File: config.mk
export PLATFORM = sky130hd
export DESIGN_NAME = sseg_scan_decoder
export DESIGN_NICKNAME = d
export VERILOG_FILES = /design/src/rtl/sseg_scan_decoder.sv
export SDC_FILE = /design/constraint.sdc
export NUM_CORES = 1
export LEC_CHECK = 0
export CAP_MARGIN = 20
export CORE_MARGIN = 2
export CORE_UTILIZATION = 30
export DETAILED_ROUTE_END_ITERATION = 12
export GPL_ROUTABILITY_DRIVEN = 0
export PLACE_DENSITY = 0.59
export SETUP_SLACK_MARGIN = 0.02
export SYNTH_ARGS = -nofsm -noshare
export SYNTH_HDL_FRONTEND = slang
export SYNTH_SLANG_ARGS = --single-unit
File: constraint.sdc
create_clock -name clk -period 7.09 [get_ports clk]
set_input_delay 2.127 -clock clk [delete_from_list [all_inputs] [get_ports clk]]
set_output_delay 2.127 -clock clk [all_outputs]
set_load 0.02 [all_outputs]
File: src/rtl/sseg_scan_decoder.sv
// Seven-segment scan decoder: monitors a multiplexed AN/SSEG/DP bus,
// settle-filters each anode dwell, decodes the segment pattern to hex and
// reports per-digit captures, frame completion and illegal bus activity.
module sseg_scan_decoder #(
   parameter int unsigned SETTLE_CYCLES = 3,
   parameter int unsigned DIGITS        = 8
) (
   input  logic                  clk,
   input  logic                  reset_n,
   input  logic                  clear,
   input  logic [6:0]            SSEG,
   input  logic [DIGITS-1:0]     AN,
   input  logic                  DP,
   output logic [4*DIGITS-1:0]   digits,
   output logic [DIGITS-1:0]     dp_flags,
   output logic [DIGITS-1:0]     valid,
   output logic                  cap_pulse,
   output logic [2:0]            cap_index,
   output logic                  frame_done,
   output logic                  error
);

   localparam logic [7:0] SETTLE_MAX = 8'(SETTLE_CYCLES);

   typedef enum logic [1:0] {IDLE, SETTLE, HELD} state_t;

   state_t              state, state_next;
   logic [DIGITS-1:0]   an_q;
   logic [6:0]          seg_q;
   logic                dp_q;
   logic [7:0]          cnt, cnt_next;
   logic [DIGITS-1:0]   seen, seen_upd;
   logic [3:0]          zeros;
   logic [2:0]          an_idx;
   logic                an_changed, an_onehot, an_multi;
   logic                capture, frame_hit;
   logic                seg_legal;
   logic [3:0]          seg_hex;

   // Register the display bus once; everything downstream uses these copies
   always_ff @(posedge clk or negedge reset_n) begin
      if (!reset_n) begin
         an_q  <= '1;
         seg_q <= '1;
         dp_q  <= 1'b1;
      end else begin
         an_q  <= AN;
         seg_q <= SSEG;
         dp_q  <= DP;
      end
   end

   // Classify the registered anode value: count low lines, locate the lit digit
   always_comb begin
      zeros  = '0;
      an_idx = '0;
      for (int unsigned i = 0; i < DIGITS; i++) begin
         if (!an_q[i]) begin
            zeros  = zeros + 4'd1;
            an_idx = 3'(i);
         end
      end
      an_onehot  = (zeros == 4'd1);
      an_multi   = (zeros >= 4'd2);
      // Compare against the value an_q takes on this edge so the count
      // restarts on the same edge that loads a new anode value.
      an_changed = (AN != an_q);
   end

   // Active-low a..g pattern to hex digit
   always_comb begin
      seg_legal = 1'b1;
      seg_hex   = '0;
      case (seg_q)
         7'h01: seg_hex = 4'h0;
         7'h4F: seg_hex = 4'h1;
         7'h12: seg_hex = 4'h2;
         7'h06: seg_hex = 4'h3;
         7'h4C: seg_hex = 4'h4;
         7'h24: seg_hex = 4'h5;
         7'h20: seg_hex = 4'h6;
         7'h0F: seg_hex = 4'h7;
         7'h00: seg_hex = 4'h8;
         7'h04: seg_hex = 4'h9;
         7'h08: seg_hex = 4'hA;
         7'h60: seg_hex = 4'hB;
         7'h31: seg_hex = 4'hC;
         7'h42: seg_hex = 4'hD;
         7'h30: seg_hex = 4'hE;
         7'h38: seg_hex = 4'hF;
         default: seg_legal = 1'b0;
      endcase
   end

   // Dwell tracking: stability count, capture decision and next state
   always_comb begin
      cnt_next   = cnt;
      state_next = state;
      capture    = 1'b0;
      if (an_changed || !an_onehot) begin
         cnt_next = '0;
      end else if (cnt < SETTLE_MAX) begin
         cnt_next = cnt + 8'd1;
      end
      capture = !an_changed && an_onehot && (state != HELD) &&
                (cnt_next == SETTLE_MAX);
      if (an_changed || !an_onehot) begin
         state_next = IDLE;
      end else if (capture) begin
         state_next = HELD;
      end else begin
         case (state)
            HELD:    state_next = HELD;
            default: state_next = SETTLE;
         endcase
      end
   end

   // Frame bookkeeping; a coincident clear suppresses frame completion
   always_comb begin
      seen_upd  = seen | ({{(DIGITS-1){1'b0}}, 1'b1} << an_idx);
      frame_hit = capture && (seen_upd == '1) && !clear;
   end

   // Dwell state register
   always_ff @(posedge clk or negedge reset_n) begin
      if (!reset_n) begin
         state <= IDLE;
         cnt   <= '0;
      end else begin
         state <= state_next;
         cnt   <= cnt_next;
      end
   end

   // Capture registers, strobes, seen set and sticky error
   always_ff @(posedge clk or negedge reset_n) begin
      if (!reset_n) begin
         digits     <= '0;
         dp_flags   <= '0;
         valid      <= '0;
         cap_pulse  <= 1'b0;
         cap_index  <= '0;
         frame_done <= 1'b0;
         error      <= 1'b0;
         seen       <= '0;
      end else begin
         cap_pulse  <= capture;
         frame_done <= frame_hit;
         if (capture) begin
            cap_index        <= an_idx;
            dp_flags[an_idx] <= ~dp_q;
            valid[an_idx]    <= seg_legal;
            if (seg_legal) begin
               digits[{an_idx, 2'b00} +: 4] <= seg_hex;
            end
         end
         if (clear || frame_hit) begin
            seen <= '0;
         end else if (capture) begin
            seen <= seen_upd;
         end
         if (clear) begin
            error <= 1'b0;
         end else if ((capture && !seg_legal) || an_multi) begin
            error <= 1'b1;
         end
      end
   end

endmodule

==> summary.md, run 1 <==
The run finished with clean final reports. In this run the post-CTS setup repair buffer count came out at 0. The die is 130.3 um tall. The first global-routing pass estimated 18,930 um of wire. The final count of negative-setup-slack endpoints is 0.

Walking the worst path, the cells encountered are inv_1 -> ha_1 -> xnor2_2 -> ha_1 -> nor2_1 -> a31oi_1 -> ha_1 -> o211a_1 -> ha_1 -> nor2b_1 -> a21o_1 -> ha_1 -> nor2_1 -> nor2_1 -> ha_1 -> nor3b_1 -> mux2_4 -> o221ai_4 -> inv_2 -> nand4_1 -> mux2_2. The routed layout has 3,509 vias. The top cell types in the final layout, fill and taps aside, are dfrtp_1, clkdlybuf4s50_1, nor2_1, nand2_1. The final count of hold timing violations came out at 0. In the routed design, unresolved DRC markers number 0. The deepest clock path buffer count came out at 2. Prior to clock tree synthesis, the placed netlist has a worst setup slack of 1.048 ns. The analysis attributes to cell leakage a power of 2.707 nW. Cells fill 38.37% of the core in the end. The clock drives 88 sinks.

TritonCTS built the clock tree. Post-CTS repair changed the size of 0 cells. The root buffer cell chosen for the clock tree is clkbuf_16.

The most frequent standard cell in the layout excluding fill and tap cells was dfrtp_1. The total power draw is 1.238 mW. The primary flip-flop cell chosen by synthesis mapping was dfrtp_1. Setup slack closes at 1.066 ns. The startpoint identified for the worst hold timing path is cnt[2]$_DFF_PN0_.

The post-layout instance count excluding filler cells was 713. The minimum clock period was 6.024 ns; the H-tree depth was 3. The clock transition at the registers of the reported paths was 0.07 ns.

For the residual overflow from global routing, the log shows 0. The ratio of final minimum period to clock period is 84.97%, and the total I/O pin count is 73. The run gives 0.4928 ns as the final-layout worst hold slack. After floorplanning, the core was divided into 46 placement rows.

Summed over all failing endpoints, the final setup total negative slack is 0 ns. Each instance of the synthesized netlist takes up on average 11.26 um2. The simple-gate share of the synthesized area is 17.43%, and the routed length per placed instance is 16.16 um. The largest net degree at the start of global routing was 88.

The worst register-to-register path begins at an_q[1]$_DFF_PN1_. For this run, the detailed router's first-pass iteration total came to 4. The fraction of the mapped netlist area in adder cells is 3.659%, and the number of distinct standard cells referenced by the synthesized netlist is 75.

Sorting the synthesized cells by area gives the leading types as dfrtp_1, dfstp_2, mux2_4. Summing every instance area after synthesis gives 0.004787 mm2. Using the TritonRoute via totals, the vias-per-cell ratio works out to 4.921. The synthesized design contains 88 register bits.

After routing the design area is 0.006028 mm2. Derived from the worst setup path, the maximum achievable clock frequency is 166.0 MHz. Yosys mapped a number of flops with a built-in enable equal to 0. 0 antenna diodes ended up in the layout.

The critical path's slowest cell was dfstp_2. The worst setup path is captured at a flop. On the worst path, the slowest cell contributes a delay of 0.58 ns.

The floorplan step defined a core boundary enclosing 0.01571 mm2. Violation count after the first detailed-route iteration: 189. Global routing consumed, over all layers together, 14.45% of the routing resources. Layout cell share with drive strength beyond 1: 18.11%.

The clock arrives with 0.01098 ns of skew. When the netlist entered floorplanning its net count stood at 458. In this run, post-CTS hold repair placed 0 buffers.

The count of nets left with antenna violations once routing finished came out at 0. The cell repeated most along the worst path was ha_1. Start-to-end type of the worst setup path: flop to flop. Initial antenna violation count: 0. The tools report the startpoint type of the worst setup path as a flop. The total of buffers placed on input and output ports is 72. The run gives 43.49% as the relative max-transition margin.

After the last flow step, the layout net total stands at 525. For this design the ratio of total power to cell area is 205.3 mW/mm2. The combinational family with the most area after synthesis is simple AND/OR/NAND/NOR gates. Across the run, the number of max-cap violations was 0. In the synthesized netlist the async set-or-reset flop fraction comes to 100.0%. Across the VDD grid, the largest voltage drop is 0.0001050 V. The half-perimeter wire length after placement is 8184 um, and the cell count after placement is 696. The maximum fanout along the worst path works out to 27.

Setup repair after global routing left no endpoint under its margin. Share of synthesized area spent on multiplexers: 11.00%. Summing the areas of all compound-gate instances in the mapped netlist gives 11.60% of the synthesized area. Buffers inserted during clock tree synthesis total 9. For this run, the number of Yosys warnings is 0.

The tools report the launch point of the worst path as an_q[1]$_DFF_PN1_. The x dimension of the die is 130.3 um. For the register area share after synthesis, the log shows 46.42%. The tools report the via count of the first global-routing pass as 3,566. Wires add up to 11,520 um. Relative to the synthesized area, the layout overhead comes to 25.93%. Synthesis produced a netlist whose cell count is 425. Once the floorplan was initialized, standard cells occupied 30.47% of the core. The worst hold path belongs to the class flop to flop. The die footprint came out at 0.01698 mm2.

Of all cell types, the one taking the most synthesized area is dfrtp_1. The post-synthesis share of cell area spent on xor and xnor gates came out at 6.038%. Clock latency on the worst-skew pair, taken at its later pin, is 0.36 ns.

The actual slew at the worst max-slew pin came out at 0.8426 ns. The top cell type's share of synthesized area was 37.64%. The placed cell area was 0.005689 mm2. The final max-slew violation count was 0. For the worst setup path, the data arrival time is 6.28 ns.

Data on the critical path is required at its endpoint by 7.34 ns.
[cell type report]
| class | instances | area, um2 |
|---|---|---|
| Tap cell | 216 | 270.3 |
| Sequential cell | 88 | 2222 |
| Clock buffer | 10 | 239.0 |
| Timing Repair Buffer | 75 | 760.7 |
| Fill cell | 1522 | 9684 |
| Multi-Input combinational cell | 296 | 2381 |
| Inverter | 22 | 82.58 |
| Clock inverter | 6 | 72.57 |
[worst max-delay path, delay by kind of cell (launching register included)]
kind	cells	cell delay, ns
flip-flops	1	0.58
AO/OA/AOI/OAI	4	1.05
AND/OR/NAND/NOR	6	1.04
adder cells (fa/ha/maj)	6	1.85
buffers and inverters	2	0.48
multiplexers	2	0.66
XOR/XNOR	1	0.26
[sequential cells by signal, indices dropped and copies added (netlist names)]
name        count
digits         32
an_q            8
cnt             8
dp_flags        8
seen            8
valid           8
seg_q           7
cap_index       3
state           2
cap_pulse       1
dp_q            1
error           1
frame_done      1
[synthesized netlist by cell type (all sizes together) (5+ instances only)]
library cell / count
nand3: 13
dfstp: 16
a31oi: 9
inv: 21
nor3: 13
mux2i: 8
mux2: 35
o21ai: 21
buf: 8
ha: 14
dfrtp: 72
and2: 10
nor2: 27
xnor2: 10
nand2b: 5
nor2b: 9
clkbuf: 11
xor2: 9
nand2: 21
nand3b: 5
nand4: 12
a21oi: 8
[cell families (layout without fill, tap and decap cells)]
logic type | after synthesis | after routing
and+or+nand+nor | 138 | 138
DFF | 88 | 88
AOI/OAI and AO/OA | 77 | 77
muxes | 43 | 43
buffers and inverters | 41 | 113
xor gates and xnor gates | 24 | 24
adders and majority gates | 14 | 14
[path summary, 6_finish.rpt]
path,endpoint,slack [ns],depth (start not counted)
max,digits[28]$_DFFE_PN0P_,1.07,21
min,cnt[2]$_DFF_PN0_,0.49,1
max reg2reg,digits[28]$_DFFE_PN0P_,1.07,21
min reg2reg,cnt[2]$_DFF_PN0_,0.49,1
max in group asynchronous,seg_q[3]$_DFF_PN1_,4.67,3
min in group asynchronous,frame_done$_DFF_PN0_,1.54,1
[metal layers]
metal | wire [um] | up-vias | track usage, %
li1 | - | 1670 | -
met1 | 5373 | 1729 | 19.94
met2 | 5370 | 95 | 22.05
met3 | 565 | 15 | 2.952
met4 | 214 | 0 | 6.199
met5 | 0 | - | 0
[power breakdown]
group / switching [mW] / total, mW / internal, mW
clock network: 0.220 / 0.509 / 0.289
logic: 0.111 / 0.202 / 0.0908
registers: 0.0151 / 0.527 / 0.512
No activity file was read; power rests on OpenSTA's default activity.
==> run 2, diff against run 1 <==
--- a/config.mk
+++ b/config.mk
@@ -10,7 +10,7 @@
 export CORE_UTILIZATION = 30
 export DETAILED_ROUTE_END_ITERATION = 12
 export GPL_ROUTABILITY_DRIVEN = 0
-export PLACE_DENSITY = 0.59
+export PLACE_DENSITY = 0.61
 export SETUP_SLACK_MARGIN = 0.02
 export SYNTH_ARGS = -nofsm -noshare
 export SYNTH_HDL_FRONTEND = slang
==> constraint.sdc (replaced) <==
create_clock -name clk -period 4.9 [get_ports clk]
set_input_delay 1.47 -clock clk [delete_from_list [all_inputs] [get_ports clk]]
set_output_delay 1.47 -clock clk [all_outputs]
set_load 0.02 [all_outputs]
==> summary.md, run 2 (synthesized netlist as in run 1, its figures left out) <==
The post-detailed-route count of antenna-violating nets came out at 0 (unchanged). The run gives 0.4854 ns (-0.007373 ns) as the final-layout worst hold slack. The number of flip-flops under the largest register name works out to 32 (unchanged). Critical path's slowest cell: dfstp_2.

The logs give 20,290 um (+7.1%) for the wire length of the first global-routing pass and 0 (unchanged) for the final max-slew violation count. The TritonCTS buffer count was 9 (unchanged). The tools report the final count of hold timing violations as 0 (unchanged).

Total vias in the final route: 3,654 (+4.1%). The peak per-stage delay on the critical path was 0.55 ns (-0.03 ns). The worst setup slack after placement came out at -0.1200 ns (-1.168 ns). The post-layout instance count excluding filler cells came out at 744 (+4.3%). The vertical die dimension is 130.3 um (unchanged), and the total of buffers placed on input and output ports is 72 (unchanged). In this run the worst hold path is classified as flop to flop. The tools report the end-of-flow core utilization as 40.71% (+2.3 points).

The register name with the most flops is digits. The largest net degree at the start of global routing was 68 (-23%); the combinational power share was 20.8% (+4.5 points). The net count reported at finish was 556 (+5.9%). TritonCTS built the clock tree. The initial antenna violation count is 0 (unchanged), and the relative max-transition margin is 42.69% (-0.80 points). The ratio of total power to cell area is 284.5 mW/mm2 (+39%), and the worst setup slack for register-to-register paths is 0.14 ns (-0.93 ns).

The final non-filler cell area was 0.006396 mm2 (+6.1%); the layout cell share with drive strength beyond 1 was 26.14% (+8.0 points). The root buffer cell chosen for the clock tree is clkbuf_16. The total I/O pin count was 73 (unchanged). The total inserted antenna cells came out at 0 (unchanged).

For the later-pin clock latency in the skew report, the log shows 0.35 ns (about the same). The violation count after the first detailed-route iteration came out at 268 (+42%). The ratio of final minimum period to clock period is 97.14% (+12 points).

The critical path goes through inv_1 -> ha_4 -> xnor2_4 -> ha_4 -> nor2_4 -> a31oi_1 -> ha_1 -> o211a_1 -> ha_1 -> nor2b_4 -> a21o_1 -> ha_4 -> nor2_4 -> nor2_2 -> ha_4 -> nor3b_2 -> mux2_4 -> o221ai_4 -> buf_8 -> buf_6 -> nor3_4 -> mux2_4. The worst setup path is of the flop to flop kind. Sum of negative setup slack: 0 ns (unchanged).

Counting stages on the worst path, the most repeated cell is ha_4. Switching component of the power: 495.5 uW (+43%). The final count of negative-setup-slack endpoints is 0 (unchanged). For the sequential group share of total power, the log shows 41.9% (-0.7 points).

The deepest clock path buffer count was 2 (unchanged). The H-tree depth was 3 (unchanged). The flow ran to the end, and the final reports show no timing, DRC or antenna violations. The actual slew at the worst max-slew pin is 0.8597 ns (+0.01706 ns), and the routed length per placed instance is 16.66 um (+3.1%).

STA classifies the critical path startpoint as a flop. The core footprint was 0.01571 mm2 (unchanged); the residual DRC count was 0 (unchanged). The initial standard-cell utilization of the core was 30.47% (unchanged); the number of placement rows was 46 (unchanged).

For the final worst clock skew, the log shows 0.004745 ns (-0.006232 ns). The die footprint was 0.01698 mm2 (unchanged). The tools report the residual overflow from global routing as 0 (unchanged). The cell count after placement is 713 (+2.4%). From synthesis to final layout, the design area changed by 33.61%. The TritonCTS sink count is 88 (unchanged).

The run gives 37.3% (-3.8 points) as the share of total power in the clock network. The worst setup path is captured at a flop. The maximum fanout along the worst path works out to 6 (-78%).

The hold buffer count at CTS is 0 (unchanged). The clock transition at the registers of the reported paths works out to 0.06 ns (about the same). The arrival time of data at the critical path endpoint was 4.99 ns (-1.29 ns). The switching power share of the total was 27.23% (-0.73 points); the leakage power of the design was 2.860 nW (+5.7%).

The half-perimeter wire length after placement is 8781 um (+7.3%). The maximum clock frequency is 210.1 MHz (+27%), and the minimum clock period is 4.760 ns (-1.264 ns). The most frequent standard cell in the layout excluding fill and tap cells was dfrtp_1.

For the worst-case vdd ir drop, the log shows 0.0001457 V (+39%). The run gives 0 (unchanged) as the total of max-cap violations. The run gives 15.42% (+0.97 points) as the overall track demand over capacity in global routing.

The tools report the placed cell area as 0.005829 mm2 (+2.5%). The average via count per standard cell came out at 4.911 (-0.21%). The cell-internal power came out at 1.324 mW (+49%). Setup repair after global routing could not meet its margin everywhere.

The overall routed net length was 12,400 um (+7.6%); the x dimension of the die was 130.3 um (unchanged). The total power draw was 1.820 mW (+47%); the required time of the critical path was 5.13 ns (-2.21 ns). The logs give 0.1401 ns (-0.9256 ns) for the setup slack of the critical path after layout and 5 (+1) for the number of iterations in the first detailed-routing pass. The via count of the first global-routing pass is 3,795 (+6.4%), and the number of fill cells is 1,476 (-3.0%). The top cell types in the final layout, fill and taps aside, are dfrtp_1, clkdlybuf4s50_1, buf_4, nor2_1.
==> run 2: cell count changes in the layout (fill, tap and decap cells not counted), moves of 3 or more <==
| cell | before | now |
|---|---|---|
| buf_4 | 3 | 31 |
| ha_1 | 14 | 9 |
| ha_4 | 0 | 5 |
| nor2_1 | 27 | 22 |
| clkinvlp_4 | 0 | 3 |
| inv_6 | 3 | 0 |
| nor2_4 | 0 | 3 |
==> run 2: metal layers <==
layer / up-vias / share of wire, % / GRT usage, %
li1: 1724 / - / -
met1: 1790 / 45 / 20.66
met2: 120 / 47 / 24.11
met3: 20 / 5.8 / 3.649
met4: 0 / 2.1 / 6.199
met5: - / 0 / 0
==> run 2: final cells by class <==
| type | instances | area (um2) | share of cell area, % |
|---|---|---|---|
| multi-input combinational | 296 | 2542 | 39.75 |
| sequential | 88 | 2222 | 34.74 |
| timing repair buffer | 106 | 985.9 | 15.41 |
| tap | 216 | 270.3 | 4.225 |
| clock buffer | 11 | 232.7 | 3.638 |
| inverter | 22 | 85.08 | 1.330 |
| clock inverter | 5 | 57.56 | 0.8998 |
==> run 2: critical path: cells and delay by family, from the launching register on <==
family          cells  cell delay, ns
fa+ha+maj           6            1.58
simple gates        6            0.75
compound gates      4            0.70
flops               1            0.55
mux                 2            0.51
buf+inv             3            0.39
xor+xnor            1            0.16
==> run 2: final timing paths <==
| check | from | endpoint | depth (start not counted) |
|---|---|---|---|
| worst max-delay path | an_q[0]$_DFF_PN1_ | valid[5]$_DFFE_PN0P_ | 22 |
| worst min-delay path | cap_index[0]$_DFFE_PN0P_ | cap_index[0]$_DFFE_PN0P_ | 2 |
| worst max register to register | an_q[0]$_DFF_PN1_ | valid[5]$_DFFE_PN0P_ | 22 |
| worst min register to register | cap_index[0]$_DFFE_PN0P_ | cap_index[0]$_DFFE_PN0P_ | 2 |
| max in group asynchronous | reset_n | seen[1]$_DFFE_PN0P_ | 2 |
| min in group asynchronous | reset_n | dp_flags[0]$_DFFE_PN0P_ | 1 |
==> run 2: power by group through the flow <==
stage,registers (mW),logic [mW],clock network [mW]
global placement,0.773,0.298,0
global route,0.764,0.410,0.729
detailed placement,0.774,0.306,0
finish,0.763,0.379,0.678
CTS,0.761,0.330,0.698
floorplan,0.760,0.223,0
==> run 2: what timing repair did <==
action | in CTS | in global routing
pin swaps | 5 | 15
gates cloned | 0 | 1
gates resized for setup | 17 | 19
endpoints found under the setup margin | 39 | 67
setup buffers | 10 | 4
==> run 3, diff against run 2 <==
==> constraint.sdc (replaced) <==
create_clock -name clk -period 3.9 [get_ports clk]
set_input_delay 1.17 -clock clk [delete_from_list [all_inputs] [get_ports clk]]
set_output_delay 1.17 -clock clk [all_outputs]
set_load 0.02 [all_outputs]
==> summary.md, run 3 (synthesized netlist as in run 1, its figures left out) <==
The logs give -52.30 ns (-52.30 ns) for the sum of negative setup slack and 758 (+6.3%) for the cell count after placement. Half-perimeter wire length after placement: 9256 um (+5.4%). The clock transition at the registers of the reported paths was 0.06 ns (about the same). Cell count of the worst hold path: 2 (unchanged). The top cell types in the final layout, fill and taps aside, are dfrtp_1, clkdlybuf4s50_1, buf_4, mux2_4, nor2_1.

The logs give 0.01219 ns (+0.007444 ns) for the final worst clock skew and 595 (+7.0%) for the net count reported at finish. The vertical die dimension is 130.3 um (unchanged), and the ratio of final minimum period to clock period is 121.0% (+24 points). Counting flops per register, the top entry is digits. The average via count per standard cell works out to 4.863 (-0.98%).

Among cell families on the critical path, the largest total delay comes from adder cells. The maximum clock frequency is 212.0 MHz (+0.89%), and the total vias in the final route is 3,808 (+4.2%). The tools report the worst setup slack after placement as -0.9146 ns (-0.7946 ns). The cell repeated most along the worst path was ha_1.

The run finished, with violations left. Peak per-stage delay on the critical path: 0.57 ns (+0.02 ns). The number of flip-flops under the largest register name is 32 (unchanged). The end-of-flow core utilization was 44.31% (+3.6 points); the number of fill cells was 1,458 (-1.2%). Startpoint type of the worst setup path: a flop. The tools report the hold path startpoint as cap_index[0]$_DFFE_PN0P_. The run gives 73 (unchanged) as the total I/O pin count. Among all stages on the critical path, the largest delay is contributed by dfstp_2. The TritonCTS sink count was 88 (unchanged); the post-layout instance count excluding filler cells was 783 (+5.2%). The run gives 0 (unchanged) as the total of max-cap violations. The required time of the critical path was 4.19 ns (-0.94 ns).

Setup repair after global routing could not meet its margin everywhere. The tools report the TritonCTS buffer count as 9 (unchanged). The tools report the combined flip-flop and latch cell area as 0.002222 mm2 (unchanged).

Routed length per placed instance: 16.27 um (-2.3%). Buffers plus inverters on the worst setup path: 4 (+1). Worst min-delay path endpoint: cap_index[0]$_DFFE_PN0P_.

Layout cell share with drive strength beyond 1: 35.98% (+9.8 points). The signal on the critical path passes through inv_2 -> ha_4 -> xnor2_4 -> ha_4 -> nor2_4 -> a31oi_1 -> ha_1 -> o211a_1 -> ha_1 -> nor2b_4 -> buf_4 -> a311oi_2 -> nor2_1 -> ha_1 -> nor3b_2 -> buf_4 -> o311ai_4 -> a32o_2 -> a211oi_4 -> buf_6 -> and3_4. Number of placement rows: 46 (unchanged). The run gives 3 (unchanged) as the H-tree depth. The x dimension of the die was 130.3 um (unchanged). Leaving out fill and tap cells, the most frequent cell in the layout is dfrtp_1. The start of the worst register-to-register path was an_q[1]$_DFF_PN1_. The worst setup slack for register-to-register paths was -0.82 ns (-0.96 ns); the actual slew at the worst max-slew pin was 0.5004 ns (-0.3593 ns). The overall routed net length was 12,740 um (+2.8%). For the violation count after the first detailed-route iteration, the log shows 182 (-32%). From synthesis to final layout, the design area changed by 45.43%. Wire length of the first global-routing pass: 20,910 um (+3.1%).

The minimum clock period was 4.718 ns (-0.04185 ns); the largest net degree at the start of global routing was 89 (+31%). The residual DRC count is 0 (unchanged), and the post-detailed-route count of antenna-violating nets is 0 (unchanged). The tree is rooted in a clkbuf_16. The core footprint is 0.01571 mm2 (unchanged), and the residual overflow from global routing is 0 (unchanged). Worst-case vdd ir drop: 0.0002120 V (+45%). The number of iterations in the first detailed-routing pass came out at 4 (-1). Start-to-end type of the worst setup path: flop to flop. The checks that failed: setup timing. The die footprint is 0.01698 mm2 (unchanged), and the setup slack of the critical path after layout is -0.8181 ns (-0.9582 ns). TritonCTS built the clock tree.

The leakage power of the design is 3.139 nW (+9.7%). The tools report the final max-slew violation count as 0 (unchanged). For the deepest clock path buffer count, the log shows 2 (unchanged).

The logs give 65.69% (+23 points) for the relative max-transition margin and 0.002711 mm2 (+6.6%) for the area of combinational cells with multiple inputs. Final count of negative-setup-slack endpoints: 72 (+72). The ratio of total power to cell area was 342.8 mW/mm2 (+20%).

The later-pin clock latency in the skew report was 0.35 ns (about the same); the total of buffers placed on input and output ports was 72 (unchanged). The initial standard-cell utilization of the core came out at 30.47% (unchanged). The run gives 0.006285 mm2 (+7.8%) as the placed cell area.

The final non-filler cell area is 0.006962 mm2 (+8.8%). The final count of hold timing violations came out at 0 (unchanged). The arrival time of data at the critical path endpoint is 5.01 ns (+0.02 ns), and the total inserted antenna cells is 0 (unchanged). The endpoint identified for the worst register-to-register timing path is state[0]$_DFF_PN0_. The total power draw is 2.386 mW (+31%). The critical path endpoint category was a flop. The final-layout worst hold slack is 0.4850 ns (-0.0003910 ns), and the via count of the first global-routing pass is 3,922 (+3.3%).

Maximum fanout along the worst path: 4 (-2). The initial antenna violation count is 0 (unchanged). In this run the worst hold path is classified as flop to flop. The overall track demand over capacity in global routing is 15.95% (+0.53 points), and the worst reg-to-reg path cell count is 21 (-4.5%).
==> run 3: changes by cell type in the layout (fill, tap and decap cells not counted), sizes merged <==
cell and change:
clkbuf -1, clkinvlp -1, buf +39, inv +2, clkinv +1, bufinv -1
==> run 3: layout make-up <==
class,count,area share (%)
timing repair buffer,145,19.91
inverter,22,1.186
multi-input combinational,296,38.95
tap,216,3.882
sequential,88,31.92
clock inverter,6,0.7189
clock buffer,10,3.433
==> run 3: power by group <==
group	internal (mW)	leakage, nW	switching [mW]	total [mW]
clock	0.456	0.136	0.382	0.838
sequential	0.931	1.14	0.0247	0.956
combinational	0.303	1.86	0.289	0.592
total	1.69	3.14	0.696	2.39
==> run 3: how the worst max path moves through the flow <==
stage	slack [ns]	start	endpoint	depth (start not counted)
after detailed placement	-0.91	an_q[1]$_DFF_PN1_	valid[4]$_DFFE_PN0P_	20
after global routing	-1.02	an_q[1]$_DFF_PN1_	dp_flags[4]$_DFFE_PN0P_	22
after global placement	-0.77	an_q[0]$_DFF_PN1_	valid[4]$_DFFE_PN0P_	20
after floorplan	-0.78	an_q[0]$_DFF_PN1_	valid[6]$_DFFE_PN0P_	22
after CTS	-0.82	an_q[1]$_DFF_PN1_	valid[4]$_DFFE_PN0P_	21
final	-0.82	an_q[1]$_DFF_PN1_	state[0]$_DFF_PN0_	21
==> run 3: metal layers <==
layer | up-vias | GRT usage, % | wire [um]
met2 | 82 | 25.81 | 6413
met4 | 0 | 5.629 | 190
li1 | 1807 | - | -
met3 | 12 | 2.870 | 459
met1 | 1907 | 21.52 | 5679
met5 | - | 0 | 0
==> run 3: worst min-delay path: cells and delay by family (launching register included) <==
kind             cells  cell delay [ns]
AO/OA/AOI/OAI        1             0.06
flip-flops           1             0.34
AND/OR/NAND/NOR      1             0.04
==> run 3: repair_timing <==
action / CTS / global route
pin swaps: 16 / 5
setup buffers: 7 / 2
gates resized for setup: 63 / 12
setup endpoints to repair: 72 / 72
hold buffers: 0 / 0
gates cloned: 0 / 0
